**src/rtl/riscv_fetch_unit.sv**
```systemverilog
// ----------------------------------------------------------------------------
// riscv_fetch_unit
//
// Instruction fetch front end. Issues sequential word fetches to an
// instruction memory with a valid/grant request channel and an in-order
// response channel, buffers returned words together with their PCs in a
// small FIFO, and presents them to decode with a valid/ready handshake.
// A redirect from execute flushes the buffer, re-targets the fetch PC and
// discards every response still in flight for the old path.
//
// State | meaning
// ------+---------------------------------------------------------------
// RESET_HOLD | first cycle after reset release, no request issued
// RUN        | normal fetching, requests limited by the credit budget
// DRAIN      | redirect pending, waiting for stale responses (drop > 0)
//
// Ports
//   i_riscv_clk       clock, all state on rising edge
//   i_riscv_rst       asynchronous active-low reset
//   o_imem_req        request valid
//   o_imem_addr       request address (current fetch PC)
//   i_imem_gnt        request accepted this cycle
//   i_imem_rvalid     response valid (in request order)
//   i_imem_rdata      response instruction word
//   o_fstage_valid    instruction presented to decode
//   o_fstage_instr    instruction word at FIFO head
//   o_fstage_pc       PC of the presented instruction
//   o_fstage_pcplus4  o_fstage_pc + 4
//   i_dstage_ready    decode accepts (low = stall)
//   i_redirect_valid  redirect request from execute
//   i_redirect_pc     redirect target (word aligned internally)
// ----------------------------------------------------------------------------
module riscv_fetch_unit #(
    parameter logic [63:0] RESET_PC        = 64'h0,
    parameter int          MAX_OUTSTANDING = 2
) (
    input  logic        i_riscv_clk,
    input  logic        i_riscv_rst,
    output logic        o_imem_req,
    output logic [63:0] o_imem_addr,
    input  logic        i_imem_gnt,
    input  logic        i_imem_rvalid,
    input  logic [31:0] i_imem_rdata,
    output logic        o_fstage_valid,
    output logic [31:0] o_fstage_instr,
    output logic [63:0] o_fstage_pc,
    output logic [63:0] o_fstage_pcplus4,
    input  logic        i_dstage_ready,
    input  logic        i_redirect_valid,
    input  logic [63:0] i_redirect_pc
);

    localparam int            CW       = $clog2(MAX_OUTSTANDING + 1);
    localparam int            PW       = (MAX_OUTSTANDING > 1) ? $clog2(MAX_OUTSTANDING) : 1;
    localparam logic [CW:0]   MAX_OCC  = (CW + 1)'(MAX_OUTSTANDING);
    localparam logic [PW-1:0] LAST_IDX = PW'(MAX_OUTSTANDING - 1);

    typedef enum logic [1:0] {
        RESET_HOLD = 2'd0,
        RUN        = 2'd1,
        DRAIN      = 2'd2
    } state_t;

    state_t        state_q;
    logic [63:0]   fetch_pc_q;
    logic [CW-1:0] outst_q;
    logic [CW-1:0] drop_q;
    logic [CW-1:0] fifo_count_q;
    logic [PW-1:0] rd_ptr_q;
    logic [PW-1:0] wr_ptr_q;
    logic [31:0]   fifo_instr_q [MAX_OUTSTANDING];
    logic [63:0]   fifo_pc_q    [MAX_OUTSTANDING];

    logic          fifo_nonempty;
    logic          pop;
    logic          rsp;
    logic          push;
    logic          drop_rsp;
    logic          credit_ok;
    logic          req_fire;
    logic [CW:0]   occupancy;
    logic [CW-1:0] outst_next;
    logic [CW-1:0] drop_next;
    logic [63:0]   rsp_pc;
    logic [63:0]   head_pc;
    logic          unused_redirect_lsb;

    function automatic logic [PW-1:0] ptr_inc(input logic [PW-1:0] p);
        return (p == LAST_IDX) ? '0 : p + PW'(1);
    endfunction

    // Redirect targets are forced to word alignment; the two low bits are
    // intentionally ignored.
    assign unused_redirect_lsb = ^i_redirect_pc[1:0];

    assign fifo_nonempty = (fifo_count_q != '0);

    // A redirect flushes the FIFO, so the head is not consumed that cycle.
    assign pop = fifo_nonempty && i_dstage_ready && !i_redirect_valid;

    // A response with nothing outstanding cannot belong to us; ignore it.
    assign rsp      = i_imem_rvalid && (outst_q != '0);
    assign drop_rsp = rsp && (drop_q != '0);
    assign push     = rsp && (drop_q == '0) && !i_redirect_valid;

    // Credit budget counts in-flight plus buffered entries. The slot freed
    // by this cycle's pop is handed straight back to the request side so a
    // single-cycle memory can stream one instruction per cycle.
    assign occupancy = {1'b0, outst_q} + {1'b0, fifo_count_q} - (CW + 1)'(pop);
    assign credit_ok = (occupancy < MAX_OCC);

    assign o_imem_req  = (state_q == RUN) && !i_redirect_valid && credit_ok;
    assign o_imem_addr = fetch_pc_q;
    assign req_fire    = o_imem_req && i_imem_gnt;

    assign outst_next = outst_q + CW'(req_fire) - CW'(rsp);
    assign drop_next  = drop_q - CW'(drop_rsp);

    // Outside DRAIN all outstanding requests are a contiguous run of words
    // ending just below the fetch PC, so the oldest one sits outst words back.
    assign rsp_pc = fetch_pc_q - (64'(outst_q) << 2);

    always_ff @(posedge i_riscv_clk or negedge i_riscv_rst) begin
        if (!i_riscv_rst) begin
            state_q      <= RESET_HOLD;
            fetch_pc_q   <= RESET_PC;
            outst_q      <= '0;
            drop_q       <= '0;
            fifo_count_q <= '0;
            rd_ptr_q     <= '0;
            wr_ptr_q     <= '0;
        end else begin
            outst_q <= outst_next;
            if (i_redirect_valid) begin
                fetch_pc_q   <= {i_redirect_pc[63:2], 2'b00};
                drop_q       <= outst_next;
                fifo_count_q <= '0;
                rd_ptr_q     <= '0;
                wr_ptr_q     <= '0;
                state_q      <= (outst_next != '0) ? DRAIN : RUN;
            end else begin
                if (req_fire) begin
                    fetch_pc_q <= fetch_pc_q + 64'd4;
                end
                drop_q <= drop_next;
                if (push) begin
                    wr_ptr_q <= ptr_inc(wr_ptr_q);
                end
                if (pop) begin
                    rd_ptr_q <= ptr_inc(rd_ptr_q);
                end
                fifo_count_q <= fifo_count_q + CW'(push) - CW'(pop);
                case (state_q)
                    RESET_HOLD: state_q <= RUN;
                    RUN:        state_q <= RUN;
                    DRAIN:      if (drop_next == '0) state_q <= RUN;
                    default:    state_q <= RUN;
                endcase
            end
        end
    end

    // Storage needs no reset: every read is qualified by the FIFO count.
    always_ff @(posedge i_riscv_clk) begin
        if (push) begin
            fifo_instr_q[wr_ptr_q] <= i_imem_rdata;
            fifo_pc_q[wr_ptr_q]    <= rsp_pc;
        end
    end

    assign head_pc = fifo_pc_q[rd_ptr_q];

    assign o_fstage_valid   = fifo_nonempty;
    assign o_fstage_instr   = fifo_nonempty ? fifo_instr_q[rd_ptr_q] : 32'h0;
    assign o_fstage_pc      = fifo_nonempty ? head_pc : 64'h0;
    assign o_fstage_pcplus4 = fifo_nonempty ? head_pc + 64'd4 : 64'h0;

endmodule

```
**config.mk**
```make
export PLATFORM = sky130hd
export DESIGN_NAME = riscv_fetch_unit
export DESIGN_NICKNAME = d
export VERILOG_FILES = /design/src/rtl/riscv_fetch_unit.sv
export SDC_FILE = /design/constraint.sdc
export NUM_CORES = 1
export LEC_CHECK = 0
export BUFFER_PORTS_ARGS = -buffer_cell sky130_fd_sc_hd__clkbuf_2
export CAP_MARGIN = 20
export CORE_ASPECT_RATIO = 0.9
export CORE_MARGIN = 10
export CORE_UTILIZATION = 40
export CTS_BUF_LIST = sky130_fd_sc_hd__clkbuf_4 sky130_fd_sc_hd__clkbuf_8
export CTS_CLUSTER_DIAMETER = 30
export DETAILED_ROUTE_END_ITERATION = 8
export PLACE_DENSITY_LB_ADDON = 0.1
export SLEW_MARGIN = 20
export SYNTH_ARGS = -nofsm -noshare
export SYNTH_HDL_FRONTEND = slang
export SYNTH_SLANG_ARGS = --single-unit
```
**constraint.sdc**
```tcl
create_clock -name i_riscv_clk -period 9.3 [get_ports i_riscv_clk]
set_input_delay 0 -clock i_riscv_clk [delete_from_list [all_inputs] [get_ports i_riscv_clk]]
set_output_delay 0 -clock i_riscv_clk [all_outputs]
set_load 0.02 [all_outputs]
```
Yosys cells after proc, flatten, opt, wreduce, memory -nomap -nowiden

Memory sizes are Yosys's and may differ from the RTL's.
Cells that the tools add are included.

Register bits after elaboration: 74
Bits in writable memories: 192
Bits of input ports: 102
Output and inout port bits: 226
Logic and storage cells: 63
Memories: 2

Memories:

| memory       | depth | width | read ports | clocked after Yosys merged registers in | wr ports | RTL line | RTL |
|---|---|---|---|---|---|---|---|
| fifo_pc_q    | 2     | 64    | 1          | 0                                       | 1        | 72       | `logic [63:0] fifo_pc_q [MAX_OUTSTANDING];` |
| fifo_instr_q | 2     | 32    | 1          | 0                                       | 1        | 71       | `logic [31:0] fifo_instr_q [MAX_OUTSTANDING];` |

Add/subtract/negate cells: 12
$lt $le $gt $ge: 1
Equal/unequal tests: 3
Multiplexer cells: 19
Reductions and logical operators: 19

Operator list:

| cell                                                       | count |
|---|---|
| 2-to-1 mux 64 bit                                          | 4 |
| adder 64 x 3 -> 64 bit, second input constant              | 2 |
| subtractor 64 x 4 -> 64 bit                                | 1 |
| 2-to-1 mux 32 bit                                          | 1 |
| nonzero test 2 bit                                         | 7 |
| 2-to-1 mux 2 bit                                           | 6 |
| logical AND 1 bit                                          | 9 |
| 2-to-1 mux 1 bit                                           | 8 |
| subtractor 2 x 1 -> 2 bit                                  | 3 |
| adder 2 x 1 -> 2 bit                                       | 2 |
| logical NOT 2 bit                                          | 2 |
| adder 2 x 2 -> 3 bit                                       | 1 |
| less-than comparator 3 x 2 -> 1 bit, second input constant | 1 |
| inequality test 3 bit, second input constant               | 1 |
| subtractor 3 x 1 -> 3 bit                                  | 1 |
| adder 1 bit, second input constant                         | 2 |
| equality test 2 x 1 -> 1 bit, second input constant        | 1 |
| equality test 2 bit, second input constant                 | 1 |
| logical NOT 1 bit                                          | 1 |

Depth between registers and ports, before layout

Gate-level depths: netlist of the first run.

Depth after elaboration: 12
Depth in mapped cells: 21

Worst setup path before layout of the first run

OpenSTA, ideal clock, no wires.

Path kind: reg-to-reg
Start: reg outst_q[1]
End: mem fifo_instr_q[0][0], enable pin
Data arrival time: 4.652 ns
Required time: 8.752 ns
Path slack: 4.100 ns
Stages on the path, launching flop included: 5
Path buffers: 0
Clock period less this slack: 5.200 ns
Cells stage by stage: dfrtp_1 o21ai_0 inv_1 nand3_1 nor2_1

Cells in the longest elaborated chain, start to end: 6

Ends and longest elaborated chain:

| item                                   | RTL line | RTL |
|---|---|---|
| from (decl)                            | 66       | `logic [CW-1:0] outst_q;` |
| from (signal assigned)                 | 133      | `outst_q <= outst_next;` |
| nonzero test 2 bit                     | 102      | `assign rsp = i_imem_rvalid && (outst_q != '0);` |
| logical AND 1 bit                      | 102      |  |
| logical AND 1 bit (2 in a row)         | 104      | `assign push = rsp && (drop_q == '0) && !i_redirect_valid;` |
| 2-to-1 mux 1 bit                       | 165      | `if (push) begin` |
| 2-to-1 mux 1 bit (not written as such) | 166      | `fifo_instr_q[wr_ptr_q] <= i_imem_rdata;` |
| to (decl)                              | 71       |  |

No other way between the ends.

Worst setup path in the final report of the first run

Start: reg fifo_count_q[0]
End: reg fetch_pc_q[21] (netlist: o_imem_addr[21])

Cells in the longest elaborated chain, start to end: 8
Elaborated cells between the ends (all ways): 9

Ends and longest elaborated chain:

| item                                                         | RTL line | RTL |
|---|---|---|
| from (decl)                                                  | 68       | `logic [CW-1:0] fifo_count_q;` |
| from (signal assigned)                                       | 152      | `fifo_count_q <= fifo_count_q + CW'(push) - CW'(pop);` |
| branches (longest 3 deep; another with adder 2 x 2 -> 3 bit) | n/a      |  |
| subtractor 3 x 1 -> 3 bit (*)                                | 109      | `assign occupancy = {1'b0, outst_q} + {1'b0, fifo_count_q} - (CW + 1)'(pop);` |
| less-than comparator 3 x 2 -> 1 bit (*)                      | 110      | `assign credit_ok = (occupancy < MAX_OCC);` |
| logical AND 1 bit (*)                                        | 112      | `assign o_imem_req = (state_q == RUN) && !i_redirect_valid && credit_ok;` |
| logical AND 1 bit (*)                                        | 114      | `assign req_fire = o_imem_req && i_imem_gnt;` |
| nonzero test 2 bit (no line) (*)                             | n/a      |  |
| to (signal assigned)                                         | 135      | `fetch_pc_q <= {i_redirect_pc[63:2], 2'b00};` |
| to (signal assigned)                                         | 143      | `fetch_pc_q <= fetch_pc_q + 64'd4;` |
| to (decl)                                                    | 65       | `logic [63:0] fetch_pc_q;` |

Mark *: on every way between the ends.
A chain may end at the register's enable or synchronous reset.

==> results of run 1 <==
-- synth_stat cells (18+ instances only) --
library cell  instances  area, um2
edfxtp_1            188       5650
nor2_1              187        702
nand2_1             129        484
mux2i_1              85        851
nand3_1              79        395
clkbuf_1             75        282
dfrtp_1              72       1800
o21ai_0              62        310
xor2_1               62        543
xnor2_1              52        455
nor3_1               47        235
nand4_1              45        282
inv_1                28        105
a21oi_1              26        130
and3_1               24        150
and2_1               21        131
buf_2                20        100
nor4_1               20        125
nand3b_1             18        135
-- stage by stage --
stage	worst slack, ns	area [um2]	std cells	power [mW]
after global routing	3.58	19600	2460	4.36
final	4.05	19600	2460	4.14
after detailed placement	4.06	17000	2226	2.65
after global placement	4.15	17000	2226	2.63
after CTS	4.01	19600	2460	4.18
after floorplan	4.10	15100	1514	2.24
-- metal layers --
layer  global-route usage, %  routed length [um]
met5                       0                   0
met2                    32.7               22300
met1                    30.9               24100
met3                    5.26                4020
met4                    6.94                1030
-- area by class of cell --
class / instances / area (um2) / share of cell area, %
Sequential cell: 260 / 7450 / 38.1
Multi-Input combinational cell: 1116 / 7090 / 36.2
Timing Repair Buffer: 454 / 2900 / 14.8
Clock buffer: 90 / 1140 / 5.85
Tap cell: 483 / 604 / 3.09
Clock inverter: 28 / 269 / 1.37
Inverter: 29 / 109 / 0.556
-- registers in the layout (all words and copies together), names as in the netlist --
signal / flops
fifo_instr_q: 64
state_q: 2
o_imem_addr: 62
fifo_count_q: 2
rd_ptr_q: 1
wr_ptr_q: 1
drop_q: 2
fifo_pc_q: 124
outst_q: 2
-- cell families (layout without fill, tap and decap cells) --
group           Yosys count  after routing  synth area share [%]
xor+xnor                114            114                  6.63
other cells               1              6                0.0249
simple gates            687            687                  23.6
compound gates          206            206                  9.28
buf+inv                 138            601                  3.81
flops                   260            260                  49.4
mux                      90             90                  6.02
fa+ha+maj                13             13                  1.18
-- final timing paths --
check / cells past startpoint / to / start / slack (ns)
hold reg to reg: 2 / state_q[1] / state_q[0] / 0.55
setup / recovery: 16 / o_imem_addr[21] / fifo_count_q[0] / 4.05
setup reg to reg: 16 / o_imem_addr[21] / fifo_count_q[0] / 4.05
hold / removal: 4 / o_imem_addr[15] / i_redirect_valid / 0.05
max in group asynchronous: 3 / rd_ptr_q / i_riscv_rst / 8.34
min in group asynchronous: 3 / o_imem_addr[62] / i_riscv_rst / 0.21
-- power groups by stage --
| stage | registers, mW | logic [mW] | clock network [mW] |
|---|---|---|---|
| floorplan | 1.50 | 0.744 | 0 |
| global placement | 1.53 | 1.10 | 0 |
| detailed placement | 1.54 | 1.11 | 0 |
| CTS | 1.52 | 1.16 | 1.51 |
| global route | 1.54 | 1.25 | 1.57 |
| finish | 1.52 | 1.15 | 1.47 |
-- worst max-delay path: stages (launching register included) --
cell	delay (ns)
dfrtp_1	0.43
nor2_4	0.09
buf_4	0.55
inv_1	0.35
nand2_1	0.28
nor2_1	0.10
ha_1	0.29
nand2b_1	0.15
fa_1	0.50
nor4bb_1	0.26
and3_1	0.20
buf_4	0.39
clkinv_1	0.18
buf_4	0.33
nand2_1	0.43
o21ai_0	0.16
a221o_1	0.32
-- placed cells by master, fill, tap and decap left out, types with 14 or more instances in the layout --
master / Yosys / routed
nand3b_1: 18 / 18
clkbuf_4: 0 / 15
nor4_1: 20 / 20
nand2_1: 129 / 129
xnor2_1: 52 / 52
and3_1: 24 / 24
buf_4: 8 / 19
a22oi_1: 16 / 16
clkbuf_2: 1 / 318
mux2i_1: 85 / 85
o21ai_0: 62 / 62
nor2_1: 187 / 184
a21oi_1: 26 / 26
edfxtp_1: 188 / 188
nand2b_1: 16 / 16
nor3_1: 47 / 47
or4_1: 16 / 16
clkbuf_8: 0 / 75
nand3_1: 79 / 79
and2_1: 21 / 21
a31oi_1: 14 / 14
dlygate4sd3_1: 0 / 116
nand4_1: 45 / 45
or3_1: 15 / 15
xor2_1: 62 / 62
dfrtp_1: 72 / 71
inv_1: 28 / 28
-- repair_timing --
item                       in CTS  in global routing
setup buffers                   0                  0
setup endpoints to repair       0                  0
hold endpoints to repair      201                  0
hold buffers                  116                  0
==> results.cfg, run 1 <==
[status]
status = complete, no violations

[power_and_ir_drop]
p_clk_share_pct = 35.5
p_sw_mw = 1.46
switching_share_pct = 35.2
ir_worst_vdd_mv = 0.111
p_leak_nw = 7.63
p_comb_share_pct = 27.7
pwr-share-seq_pct = 36.8
p_per_area_nw_per_um2 = 212
p_int_mw = 2.68

[clocking]
root_buffer = clkbuf_8
cts_resized = 0
clkTransAtPathRegs_ns = 0.06
clock_sinks = 260
h-tree-depth = 3
clk_path_buf_depth = 3
numCtsBuffers = 66
cts_tree = built
clock_latency_ns = 0.59

[cells_and_area]
utilization_pct = 52.6
diodes = 0
fillers = 3488
syn2layout_area_growth_pct = 29.8
final_nets = 2042
drive_gt1_share_pct = 24.5

[detailed_routing]
ant_nets = 0
via_per_inst = 5.51
num_vias = 13600
drc_errors = 0
first_pass_iters = 5
wl_um = 51400
drtIter0Drc = 1190
routedWlPerCell_um = 20.9

[logic_synthesis]
yosysUniqueCellTypes = 77
synthCells = 1509
ys.flop_type = edfxtp_1
ys_seq_elements = 260
syn_area_per_cell_um2 = 9.99
synthArstFlopShare_pct = 27.7
yosys_warnings = 0
seq_area_frac_synth_pct = 49.4
synth_edf_count = 188
syn-cell-area_um2 = 15100

[floorplan]
die_x_um = 225
die-area_um2 = 45900
initial_core_util_pct = 40.5
die_h_um = 204
pin_count = 328
core_um2 = 37200
fp-row-count = 67

[grt]
antenna_found_initial = 0
grt_pass1_wl_um = 78900
grt_pass1_vias = 13500
grt-ovfl-total = 0
grt_use_total_pct = 22.0
grt_max_degree = 89

[flow_run]
max-cap-violations = 0

[place]
gp_congestion = 0.871
portBuffers = 319
hpwlAfterDp_um = 37600

[sta]
post-route-min-period_ns = 5.25
hold_viol_final = 0
tightest_slew_ns = 1.05
fin_setup_tns_ns = 0
rsz0062_at_grt = no
finClkSkew_ns = 0.0317
setup_viol = 0
max_slew_margin_pct = 29.4
fmax_mhz = 191
slew_violations = 0
fin_crit_sh_pct = 56.4
holdWs_ns = 0.0511

[setup_path]
critical_path_class = reg2reg
cp.arrival_ns = 5.69
crit_path_end_kind = register
crit_path_max_fanout = 66
worst_ep_required_time_ns = 9.74
cp-start-kind = register

[min_path]
worstHoldPathType = in2reg
(Power assumes the default switching activity.)
==> inputs of run 2 (changes only) <==
--- a/config.mk
+++ b/config.mk
@@ -5,6 +5,7 @@
 export SDC_FILE = /design/constraint.sdc
 export NUM_CORES = 1
 export LEC_CHECK = 0
+export ABC_AREA = 1
 export BUFFER_PORTS_ARGS = -buffer_cell sky130_fd_sc_hd__clkbuf_2
 export CAP_MARGIN = 20
 export CORE_ASPECT_RATIO = 0.9
==> constraint.sdc (replaced) <==
create_clock -name i_riscv_clk -period 5.3 [get_ports i_riscv_clk]
set_input_delay 0 -clock i_riscv_clk [delete_from_list [all_inputs] [get_ports i_riscv_clk]]
set_output_delay 0 -clock i_riscv_clk [all_outputs]
set_load 0.02 [all_outputs]
==> run 2 against run 1 <==
  * Synthesized cell count increased by 59%
  * Die area increased by 12%
  * Clock skew increased by 0.022 ns
  * Worst setup slack got worse by 3.1 ns
  * Maximum frequency increased by 20%
  * Sequential power increased by 82%
  * Global-route usage increased by 1.9 points
  * Sequential cell count unchanged
==> results.cfg, run 2 <==
[status]
status = complete, no violations

[floorplan]
pin_count = 328
die-area_um2 = 51500
die_x_um = 238
fp-row-count = 71
core_um2 = 42000
initial_core_util_pct = 40.8
die_h_um = 216

[setup_path]
cp.arrival_ns = 4.87
worst_ep_required_time_ns = 5.79
rrSetupSlack_ns = 0.92
r2r-end = o_imem_addr[55]
cp-start-kind = register
reg2regPathDepth = 18
crit_path_max_fanout = 37
crit_path_end_kind = register
critical_path_class = reg2reg
reg2reg_from = fifo_count_q[1]

[cells_and_area]
diodes = 0
largest_reg_flops = 124
fillers = 4249
drive_gt1_share_pct = 17.3
layout_commonest_cell = nand2_1
syn2layout_area_growth_pct = 24.9
regArea_um2 = 7450
multi_input_comb_area_um2 = 8180
regMostFlops = fifo_pc_q
mostFrequentLayoutCells = nand2_1 (810), nor2_1 (380), clkbuf_2 (318), inv_1 (271), edfxtp_1 (188)
final_nets = 2911

[logic_synthesis]
synthAdderAreaFrac_pct = 1.04
synth.top_cell.area_share_pct = 33.0
synthCells = 2403
yosys.area.top_type = edfxtp_1
yosysUniqueCellTypes = 43
synthMuxAreaShare_pct = 0
syn_area_per_cell_um2 = 7.13
synth_top_family_by_area = simple AND/OR/NAND/NOR gates
ys_top_cells_by_area = edfxtp_1 (33%), nand2_1 (18%), dfrtp_1 (11%)
synth_compound_area_share_pct = 6.23
synthTopCellsByCount = nand2_1 (810), nor2_1 (382), inv_1 (271), edfxtp_1 (188), nand3_1 (128)
synth_edf_count = 188
yosysMostFrequentCell = nand2_1
syn-cell-area_um2 = 17100
synthSimpleGateAreaFrac_pct = 35.6
ys.flop_type = edfxtp_1
yosys_warnings = 0
synthXorXnorAreaFrac_pct = 4.60
synthArstFlopShare_pct = 27.7
ys_seq_elements = 260
seq_area_frac_synth_pct = 43.5

[min_path]
min_to = o_imem_addr[30]
worstHoldPathType = in2reg
min_delay_path_depth = 3
hold_start = i_imem_gnt

[clocking]
cts_tree = built
cts_resized = 0
h-tree-depth = 2
numCtsBuffers = 58
root_buffer = clkbuf_8
clock_sinks = 260
clk_path_buf_depth = 3
clock_latency_ns = 0.65
hold_buffers = 99
cts_setup_buffers = 0
clkTransAtPathRegs_ns = 0.05

[grt]
grt_max_degree = 103
grt_pass1_vias = 16600
antenna_found_initial = 0
grt_use_total_pct = 23.9
grt_pass1_wl_um = 96300
grt-ovfl-total = 0

[power_and_ir_drop]
finalPower_mw = 8.19
p_sw_mw = 3.38
p_int_mw = 4.81
p_leak_nw = 9.62
switching_share_pct = 41.3
p_comb_share_pct = 36.0
p_per_area_nw_per_um2 = 383
ir_worst_vdd_mv = 0.263
p_clk_share_pct = 30.4
pwr-share-seq_pct = 33.7

[place]
portBuffers = 319
gp_congestion = 0.917
hpwlAfterDp_um = 48600
post-place-ws_ns = 0.986

[sta]
fmax_mhz = 228
rsz0062_at_grt = no
setup_viol = 0
fin_setup_tns_ns = 0
holdWs_ns = 0.0636
finClkSkew_ns = 0.0536
slew_violations = 0
post-route-min-period_ns = 4.38
fin_crit_sh_pct = 82.7
hold_viol_final = 0
fin_ws_ns = 0.917
tightest_slew_ns = 1.16
max_slew_margin_pct = 22.8

[detailed_routing]
drtIter0Drc = 1158
drc_errors = 0
num_vias = 17000
wl_um = 62600
ant_nets = 0
first_pass_iters = 7
routedWlPerCell_um = 18.5
via_per_inst = 5.03

[flow_run]
max-cap-violations = 0
[run 2: changes by cell type after synthesis, moves of 35 or more]
cell and change:
a21oi_1 +35, inv_1 +243, mux2i_1 -85, nand2_1 +681, nand3_1 +49, nor2_1 +195, xnor2_1 -45
[run 2: worst max path at each step]
stage | slack (ns) | to | from
global placement | 1.04 | o_imem_addr[31] | fifo_count_q[1]
detailed placement | 0.99 | o_imem_addr[55] | fifo_count_q[1]
floorplan | 1.17 | fifo_instr_q[1][0] | i_redirect_valid
global route | 0.52 | o_imem_addr[55] | fifo_count_q[1]
CTS | 0.94 | o_imem_addr[55] | fifo_count_q[1]
finish | 0.92 | o_imem_addr[55] | fifo_count_q[1]
[run 2: critical path: stages, from the launching register on]
cell and delay, ns:
dfrtp_1 0.42, nor2_4 0.11, buf_4 0.28, clkinv_1 0.13, nand2_1 0.15, nor2_1 0.08
ha_1 0.28, inv_1 0.05, nand2_1 0.05, fa_1 0.37, xor2_1 0.16, nand2_1 0.07
nor2_1 0.12, nand2_1 0.38, nand2_2 0.76, inv_2 0.43, nand2_1 0.14, nand2_1 0.05
o21bai_1 0.15
[run 2: per-stage QoR]
stage / cell area, um2 / std cells / utilization, %
6_report: 21400 / 3392 / 50.9
5_1_grt: 21400 / 3392 / 50.9
3_3_place_gp: 19100 / 3184 / 45.4
4_1_cts: 21400 / 3392 / 50.9
3_5_place_dp: 19100 / 3184 / 45.4
2_1_floorplan: 17200 / 2408 / -
[run 2: cell type report]
type	count	share of cell area (%)
Clock buffer	73	4.34
Clock inverter	36	1.88
Inverter	278	4.88
Multi-Input combinational cell	1769	38.2
Sequential cell	260	34.8
Tap cell	547	3.20
Timing Repair Buffer	429	12.7
[run 2: cells by family (layout without fill, tap and decap cells)]
group / count (synthesis) / in the layout
simple gates: 1469 / 1469
buf+inv: 379 / 816
flops: 260 / 260
compound gates: 191 / 191
xor+xnor: 90 / 90
fa+ha+maj: 13 / 13
other cells: 1 / 6
[run 2: layer usage]
metal / part of all wire [%] / track usage [%] / up-vias
li1: - / - / 8447
met4: 2.5 / 7.49 / 0
met2: 44 / 37.0 / 577
met1: 46 / 33.0 / 7943
met3: 6.8 / 4.49 / 80
met5: 0 / 0 / -
[run 2: power groups by stage]
stage / sequential (mW) / combinational [mW] / clock, mW
2_1_floorplan: 2.71 / 1.93 / 0
3_3_place_gp: 2.78 / 2.86 / 0
3_5_place_dp: 2.79 / 2.88 / 0
4_1_cts: 2.75 / 2.95 / 2.54
5_1_grt: 2.79 / 3.27 / 2.64
6_report: 2.76 / 2.95 / 2.49
